==> config.mk <==
export PLATFORM = sky130hd
export DESIGN_NAME = ex_muldiv_unit
export DESIGN_NICKNAME = d
export VERILOG_FILES = /design/src/rtl/ex_muldiv_unit.sv
export SDC_FILE = /design/constraint.sdc
export NUM_CORES = 2
export LEC_CHECK = 0
export CORE_ASPECT_RATIO = 0.6
export CORE_MARGIN = 2
export CORE_UTILIZATION = 50
export DETAILED_ROUTE_END_ITERATION = 6
export PLACE_DENSITY = 0.72
export REMOVE_ABC_BUFFERS = 1
export SLEW_MARGIN = 40
export SYNTH_ARGS = -nofsm -noshare
export SYNTH_HDL_FRONTEND = slang
export SYNTH_SLANG_ARGS = --single-unit
==> constraint.sdc <==
create_clock -name clock -period 7.5 [get_ports clock]
set_input_delay 1.5 -clock clock [delete_from_list [all_inputs] [get_ports clock]]
set_output_delay 1.5 -clock clock [all_outputs]
set_load 0.01 [all_outputs]
==> src/rtl/ex_muldiv_unit.sv <==
// ex_muldiv_unit: EX-stage HI/LO arithmetic unit.
// Fixed-latency multiply (MUL_LATENCY cycles), 32-step restoring divide plus a
// one-cycle sign fixup, MTHI/MTLO writes, flush abort and a registered busy stall.
// Optional macro MULDIV_EARLY_OUT_EN: divides whose quotient is trivially 0
// (divisor 0 or |divisor| > |dividend|) skip the iteration phase.
module ex_muldiv_unit #(
    parameter int MUL_LATENCY = 3
) (
    input  logic        clock,
    input  logic        reset,
    input  logic        start,
    input  logic [2:0]  op,
    input  logic [31:0] src_a,
    input  logic [31:0] src_b,
    input  logic        flush,
    output logic        busy,
    output logic        done,
    output logic [31:0] hi_out,
    output logic [31:0] lo_out
);

    localparam logic [2:0] OP_MULT  = 3'd0;
    localparam logic [2:0] OP_MULTU = 3'd1;
    localparam logic [2:0] OP_DIV   = 3'd2;
    localparam logic [2:0] OP_DIVU  = 3'd3;
    localparam logic [2:0] OP_MTHI  = 3'd4;
    localparam logic [2:0] OP_MTLO  = 3'd5;

    typedef enum logic [1:0] {IDLE, MUL_RUN, DIV_RUN, DIV_FIX} state_t;

    state_t      state_q, state_d;
    logic [4:0]  cnt_q, cnt_d;
    logic [63:0] prod_q, prod_d;
    logic [31:0] rem_q, rem_d;      // partial remainder
    logic [31:0] quo_q, quo_d;      // dividend bits shift out MSB-first, quotient bits shift in
    logic [31:0] dvsr_q, dvsr_d;    // divisor magnitude
    logic        q_neg_q, q_neg_d;
    logic        r_neg_q, r_neg_d;
    logic        dz_q, dz_d;        // divide by zero
    logic [31:0] hi_q, hi_d;
    logic [31:0] lo_q, lo_d;
    logic        busy_q, busy_d;
    logic        done_q, done_d;

    // Request decode and operand conditioning
    logic        accept, is_mul, is_div, div_signed, a_neg, b_neg, early;
    logic [31:0] a_mag, b_mag;
    logic [63:0] ext_a, ext_b, product;
    logic [32:0] shifted;
    logic        fits;
    logic [31:0] sub;

    assign accept     = (state_q == IDLE) && start && !flush && (op <= OP_MTLO);
    assign is_mul     = (op == OP_MULT) || (op == OP_MULTU);
    assign is_div     = (op == OP_DIV) || (op == OP_DIVU);
    assign div_signed = (op == OP_DIV);
    assign a_neg      = div_signed && src_a[31];
    assign b_neg      = div_signed && src_b[31];
    assign a_mag      = a_neg ? (~src_a + 32'd1) : src_a;
    assign b_mag      = b_neg ? (~src_b + 32'd1) : src_b;
    assign ext_a      = (op == OP_MULT) ? {{32{src_a[31]}}, src_a} : {32'd0, src_a};
    assign ext_b      = (op == OP_MULT) ? {{32{src_b[31]}}, src_b} : {32'd0, src_b};
    assign product    = ext_a * ext_b;   // low 64 bits are exact for both signednesses

`ifdef MULDIV_EARLY_OUT_EN
    assign early = (src_b == 32'd0) || (b_mag > a_mag);
`else
    assign early = 1'b0;
`endif

    // One restoring step: bring down the next dividend bit, subtract if it fits.
    // The remainder stays below the divisor, so the 32-bit difference is exact.
    assign shifted = {rem_q, quo_q[31]};
    assign fits    = (shifted >= {1'b0, dvsr_q});
    assign sub     = shifted[31:0] - dvsr_q;

    // State register
    always_ff @(posedge clock or posedge reset) begin
        if (reset) state_q <= IDLE;
        else       state_q <= state_d;
    end

    // Next-state logic; flush returns any in-flight op to IDLE
    always_comb begin
        state_d = state_q;
        case (state_q)
            IDLE:    if (accept && is_mul)      state_d = MUL_RUN;
                     else if (accept && is_div) state_d = early ? DIV_FIX : DIV_RUN;
            MUL_RUN: if (flush || cnt_q == 5'd0) state_d = IDLE;
            DIV_RUN: if (flush)                  state_d = IDLE;
                     else if (cnt_q == 5'd0)     state_d = DIV_FIX;
            DIV_FIX: state_d = IDLE;
            default: state_d = IDLE;
        endcase
    end

    // Datapath next values: operand capture, iteration, HI/LO commit
    always_comb begin
        cnt_d   = cnt_q;
        prod_d  = prod_q;
        rem_d   = rem_q;
        quo_d   = quo_q;
        dvsr_d  = dvsr_q;
        q_neg_d = q_neg_q;
        r_neg_d = r_neg_q;
        dz_d    = dz_q;
        hi_d    = hi_q;
        lo_d    = lo_q;
        done_d  = 1'b0;
        case (state_q)
            IDLE: if (accept) begin
                if (is_mul) begin
                    prod_d = product;
                    cnt_d  = 5'(MUL_LATENCY - 1);
                end else if (is_div) begin
                    dvsr_d  = b_mag;
                    q_neg_d = a_neg ^ b_neg;
                    r_neg_d = a_neg;
                    dz_d    = (src_b == 32'd0);
                    cnt_d   = 5'd31;
                    rem_d   = early ? a_mag : 32'd0;
                    quo_d   = early ? 32'd0 : a_mag;
                end else if (op == OP_MTHI) begin
                    hi_d = src_a;
                end else begin
                    lo_d = src_a;
                end
            end
            MUL_RUN: if (!flush) begin
                if (cnt_q == 5'd0) begin
                    {hi_d, lo_d} = prod_q;
                    done_d       = 1'b1;
                end else begin
                    cnt_d = cnt_q - 5'd1;
                end
            end
            DIV_RUN: if (!flush) begin
                rem_d = fits ? sub : shifted[31:0];
                quo_d = {quo_q[30:0], fits};
                if (cnt_q != 5'd0) cnt_d = cnt_q - 5'd1;
            end
            DIV_FIX: if (!flush) begin
                lo_d   = dz_q ? 32'hFFFF_FFFF : (q_neg_q ? (~quo_q + 32'd1) : quo_q);
                hi_d   = r_neg_q ? (~rem_q + 32'd1) : rem_q;
                done_d = 1'b1;
            end
            default: ;
        endcase
    end

    assign busy_d = (state_d != IDLE);

    // Datapath and status registers
    always_ff @(posedge clock or posedge reset) begin
        if (reset) begin
            cnt_q   <= '0;
            prod_q  <= '0;
            rem_q   <= '0;
            quo_q   <= '0;
            dvsr_q  <= '0;
            q_neg_q <= 1'b0;
            r_neg_q <= 1'b0;
            dz_q    <= 1'b0;
            hi_q    <= '0;
            lo_q    <= '0;
            busy_q  <= 1'b0;
            done_q  <= 1'b0;
        end else begin
            cnt_q   <= cnt_d;
            prod_q  <= prod_d;
            rem_q   <= rem_d;
            quo_q   <= quo_d;
            dvsr_q  <= dvsr_d;
            q_neg_q <= q_neg_d;
            r_neg_q <= r_neg_d;
            dz_q    <= dz_d;
            hi_q    <= hi_d;
            lo_q    <= lo_d;
            busy_q  <= busy_d;
            done_q  <= done_d;
        end
    end

    // Outputs straight from registers
    always_comb begin
        busy   = busy_q;
        done   = done_q;
        hi_out = hi_q;
        lo_out = lo_q;
    end

endmodule

# Word-level counts from Yosys, hierarchy flattened
# Index checks and enable logic that the tools add are counted.
# op_classes
order_cmp,2
n_eq_ne,20
mul,1
n_addsub,6
mux,52
n_bitwise,6
n_reduce_logical,26
# ops
operator,n
$mux 32,28
$pmux 32 s3,2
$add 32x1->32 const B,4
$mux 64,2
$not 32->32,4
$pmux 32 s2,2
$mul 64x64->64,1
$mux 5,7
$ge 33x32->1,1
$logic_not 32->1,1
$sub 32x32->32,1
$ne 2x2->1 const B,11
$reduce_and 8->1,2
$pmux 5 s3,1
$mux 2,5
$pmux 2 s4,1
$logic_and 1x1->1,7
$reduce_and 7->1,1
$eq 3x2->1 const B,2
$reduce_bool 3->1,2
$logic_not 5->1,1
$reduce_and 5->1,1
$reduce_bool 5->1,1
$sub 5x1->5 const B,1
18 further kinds,24
# totals
output_inout_bits,66
word_cells,126
in_bits,71
register_bits,236

# Longest topological paths before layout
# logic_depth
word_depth,9
mapped_depth,37
depth_no_buf,34

# Worst setup path before layout
# Ideal clock, no wire load.
# synth_path
path_kind,input -> register
from,input op[2]
to,register prod_q[57]
setup_time_ns,0.129
setup_slack_ns,-3.588
t_arrival_ns,10.959
required_time_ns,7.371
n_path_buf,4
stages,32
path_cell_list,clkbuf_1 nor3_1 and2_0 clkbuf_1 clkbuf_1 nand2_1 fa_1 inv_1 fa_1 fa_1 inv_1 fa_1 inv_1 fa_1 fa_1 fa_1 fa_1 fa_1 inv_1 fa_1 inv_1 ha_1 clkbuf_1 a21o_1 o21bai_1 a2111oi_0 inv_1 o31ai_1 o21ai_1 a221o_1 xnor2_1 o21ai_1
# synth_between
elab_chain_len,3
elab_cells_between_ends,9
cone_classes,1 x mul; 1 x order compare; 1 x eq/ne; 2 x mux; 4 x reduce/logical
# synth_lines
element,line,rtl
"start, declared",12,"input logic [2:0] op,"
$logic_not 3->1 (tied with other cells),"54, 61, 62",
$mux 64 (tied with other cells),61,"assign ext_a = (op == OP_MULT) ? {{32{src_a[31]}}, src_a} : {32'd0, src_a};"
$mul 64x64->64 / $reduce_and 3->1 (equally long branches),--,
"end signal, assigned",170,prod_q <= prod_d;
"end, declared",33,"logic [63:0] prod_q, prod_d;"
# Parallel ways exist; a longest one is shown, timed or not.
# A chain may end at the register's enable or synchronous reset.

# Final worst setup path
# layout_path
from,input op[0]
to,register prod_q[63]
# The elaborated chain is that of the path after synthesis.

==> key figures <==
Cells and area
  – Net count, final: 9488
  – Final cell count without fillers: 9309
  – P&R area growth vs syn: 22.5%
  – Share of layout cells above drive strength 1: 19.6%

Outcome
  – Status: finished with violations
  – Failing checks: setup timing

Floorplanning
  – Num rows: 100
  – Die height: 278 um
  – # IOs: 137
  – CORE AREA: 124000 um^2
  – Die width: 460 um
  – Starting Density: 50.4%
  – Die Footprint: 128000 um^2

Critical path
  – CP Class: in2reg
  – R2r setup slk: 3.44 ns
  – CP max-delay cell: fa_2
  – Worst EP arrival: 10.15 ns
  – Worst setup EP type: register
  – Buf/Inv on CP: 12
  – Most frequent CP cell: fa_1
  – CP max stage delay: 0.62 ns
  – Cell family with most CP delay: adder cells
  – Crit-path max FO: 7
  – Required @ worst endpoint: 7.92 ns
  – Worst Setup Start Kind: input port

Clock network
  – Worst skew pair latency: 0.56 ns
  – TritonCTS Buffers: 27
  – Sink Count: 236
  – CTS tree: built
  – Htree depth: 1
  – CTS Hold Buffers Added: 0
  – Max Buffers Root-to-Sink: 3
  – Root Driver: clkbuf_16
  – Worst-path clk slew: 0.06 ns

STA
  – Final worst clock skew: 0.0159 ns
  – Setup_tns: -74.53 ns
  – Final hold violation count: 0
  – Worst slew pin tran: 0.869 ns
  – Headroom to the max-slew limit: 41.5%
  – Final period util: 130%
  – Post-layout worst setup margin: -2.23 ns
  – Max Slew Vio Count: 0
  – Minimum clock period: 9.73 ns
  – Fmax: 0.103 GHz
  – Final Setup Violations: 52
  – RSZ-0062 raised after global routing: true

Place
  – Input/output buffers: 136
  – HPWL Detailed: 192000 um
  – Cells after DPL: 9091
  – Pre-CTS setup slack: -3.74 ns
  – Routability-driven placement congestion ratio: 1.06

Logic synthesis
  – Synth Register Bits: 236
  – Syn. warnings: 0
  – Post-Syn Area: 62400 um^2
  – Post-synth ARST share: 100%
  – Main synth FF type: dfrtp_1
  – Post-synthesis sequential area ratio: 9.47%
  – EDFF count, synth: 0
  – Yosys cell types: 73
  – Post-Synthesis Cells: 6910
  – Syn Area/Cell: 9.03 um^2

Global routing
  – GRT Util Overall: 36.6%
  – Initial antenna violation count: 11
  – Largest net degree at the start of global routing: 128
  – Grt ovf: 0
  – First-pass GRT wire length: 346000 um
  – Vias in the first global route: 54300

Routing
  – Final WL: 232000 um
  – WL per Instance: 24.9 um
  – Vias: 52600
  – Initial DRT Pass Iterations: 6
  – Initial DRC Count: 6151
  – Post-route ant nets: 0
  – # DRC: 0
  – Via/cell ratio: 5.65

Hold path
  – Worst min path class: reg2reg

Run
  – # Max-Cap Violations: 0
[layout by cell type, fill, tap and decap left out, types with 112 or more instances in the layout]
cell type     n
fa_1       1337
o21ai_0     260
dfrtp_1     235
and2_1      401
inv_1      1490
a21oi_1     173
nor2_1      112
buf_4       762
xnor2_1     163
nand2_1     942
ha_1        313
buf_6       117
[worst register-to-register path, delay by kind of cell, from the launching register on]
| kind | cells | cell delay, ns |
|---|---|---|
| simple gates | 2 | 0.69 |
| buf+inv | 2 | 0.18 |
| flops | 1 | 0.45 |
| fa+ha+maj | 2 | 0.61 |
| mux | 1 | 0.25 |
| compound gates | 6 | 1.77 |
[synth_stat cells (5+ instances only)]
library cell	count	area, um^2
o21ai_0	313	1570
mux2i_1	27	270
o21ai_1	6	30.0
a221o_1	5	50.1
nor2_1	118	443
a211o_1	6	52.6
buf_1	62	233
xor2_1	91	797
nor3b_1	8	60.1
o21a_1	14	105
a31oi_1	10	62.6
a22o_1	28	245
nand3b_1	7	52.6
a211oi_1	19	143
nor3_1	25	125
nand4_1	24	150
clkbuf_1	336	1260
nand2_1	982	3690
or4_1	15	113
a21o_1	68	510
ha_1	354	4430
nand2b_1	26	163
dfrtp_1	236	5910
o211ai_1	10	75.1
a2111oi_0	5	43.8
inv_1	1569	5890
a21oi_1	214	1070
or2_2	7	43.8
o21bai_1	20	150
nand3_1	39	195
o31ai_1	38	285
nor4_1	15	93.8
a221oi_1	26	228
a22oi_1	17	128
or3_1	25	156
xnor2_1	178	1560
o41ai_1	13	114
and2_1	422	2640
and3_1	35	219
nor2b_1	24	150
fa_1	1415	28300
[per-stage QoR]
step	instance area [um^2]	hold slack, ns	utilization, %
6_report	76400	0.477	61.7
5_1_grt	76400	0.493	61.7
4_1_cts	75700	0.482	61.1
3_5_place_dp	71000	0.467	57.3
3_3_place_gp	71000	0.461	57.3
2_1_floorplan	60900	0.447	-
[flip-flops by register name (all words and copies together), names as in the netlist]
name / cells
quo_q: 32
hi_out: 32
lo_out: 32
busy: 1
prod_q: 64
r_neg_q: 1
dz_q: 1
dvsr_q: 32
done: 1
cnt_q: 5
state_q: 2
q_neg_q: 1
rem_q: 32
[timing repair]
action,in CTS,in global routing
cloned,16,0
pin swaps,320,96
gates resized for setup,701,149
buffers inserted,140,14
endpoints found under the setup margin,53,54
[path summary, 6_finish.rpt]
check,to,startpoint,cells after the start
max,prod_q[63]$_DFFE_PP0P_,op[0],33
min,lo_out[5]$_DFFE_PP0P_,lo_out[5]$_DFFE_PP0P_,1
max reg2reg,rem_q[30]$_DFFE_PP0P_,quo_q[31]$_DFFE_PP0P_,13
min reg2reg,lo_out[5]$_DFFE_PP0P_,lo_out[5]$_DFFE_PP0P_,1
max in group asynchronous,hi_out[8]$_DFFE_PP0P_,reset,3
min in group asynchronous,lo_out[0]$_DFFE_PP0P_,reset,2
[cell families (layout without fill, tap and decap cells)]
logic type / Yosys count / after routing / share of synthesized area [%]
other cells: 0 / 9 / 0
compound gates: 848 / 848 / 8.37
buf+inv: 1969 / 2727 / 11.9
simple gates: 1789 / 1789 / 13.5
mux: 28 / 28 / 0.451
xor+xnor: 269 / 269 / 3.78
flops: 236 / 236 / 9.47
fa+ha+maj: 1771 / 1771 / 52.5
[metal layers]
layer	share of wire [%]	track usage (%)	wire, um	up-vias
li1	-	-	-	22200
met1	43	55.9	99400	26600
met2	37	47.0	86300	3403
met3	17	16.4	39400	386
met4	2.8	7.74	6490	4
met5	0.012	0	28	-
[area by class of cell]
class | count | area (um^2)
multi-input combinational | 4705 | 51000
fill | 10100 | 47500
timing repair buffer | 1109 | 10500
inverter | 1569 | 5910
sequential | 236 | 5910
tap | 1632 | 2040
clock buffer | 37 | 773
clock inverter | 12 | 216
antenna | 9 | 22.5
Power is left out: the tool's default activity adds up to more than one toggle a clock period on the data nets, which glitch-free logic cannot reach.
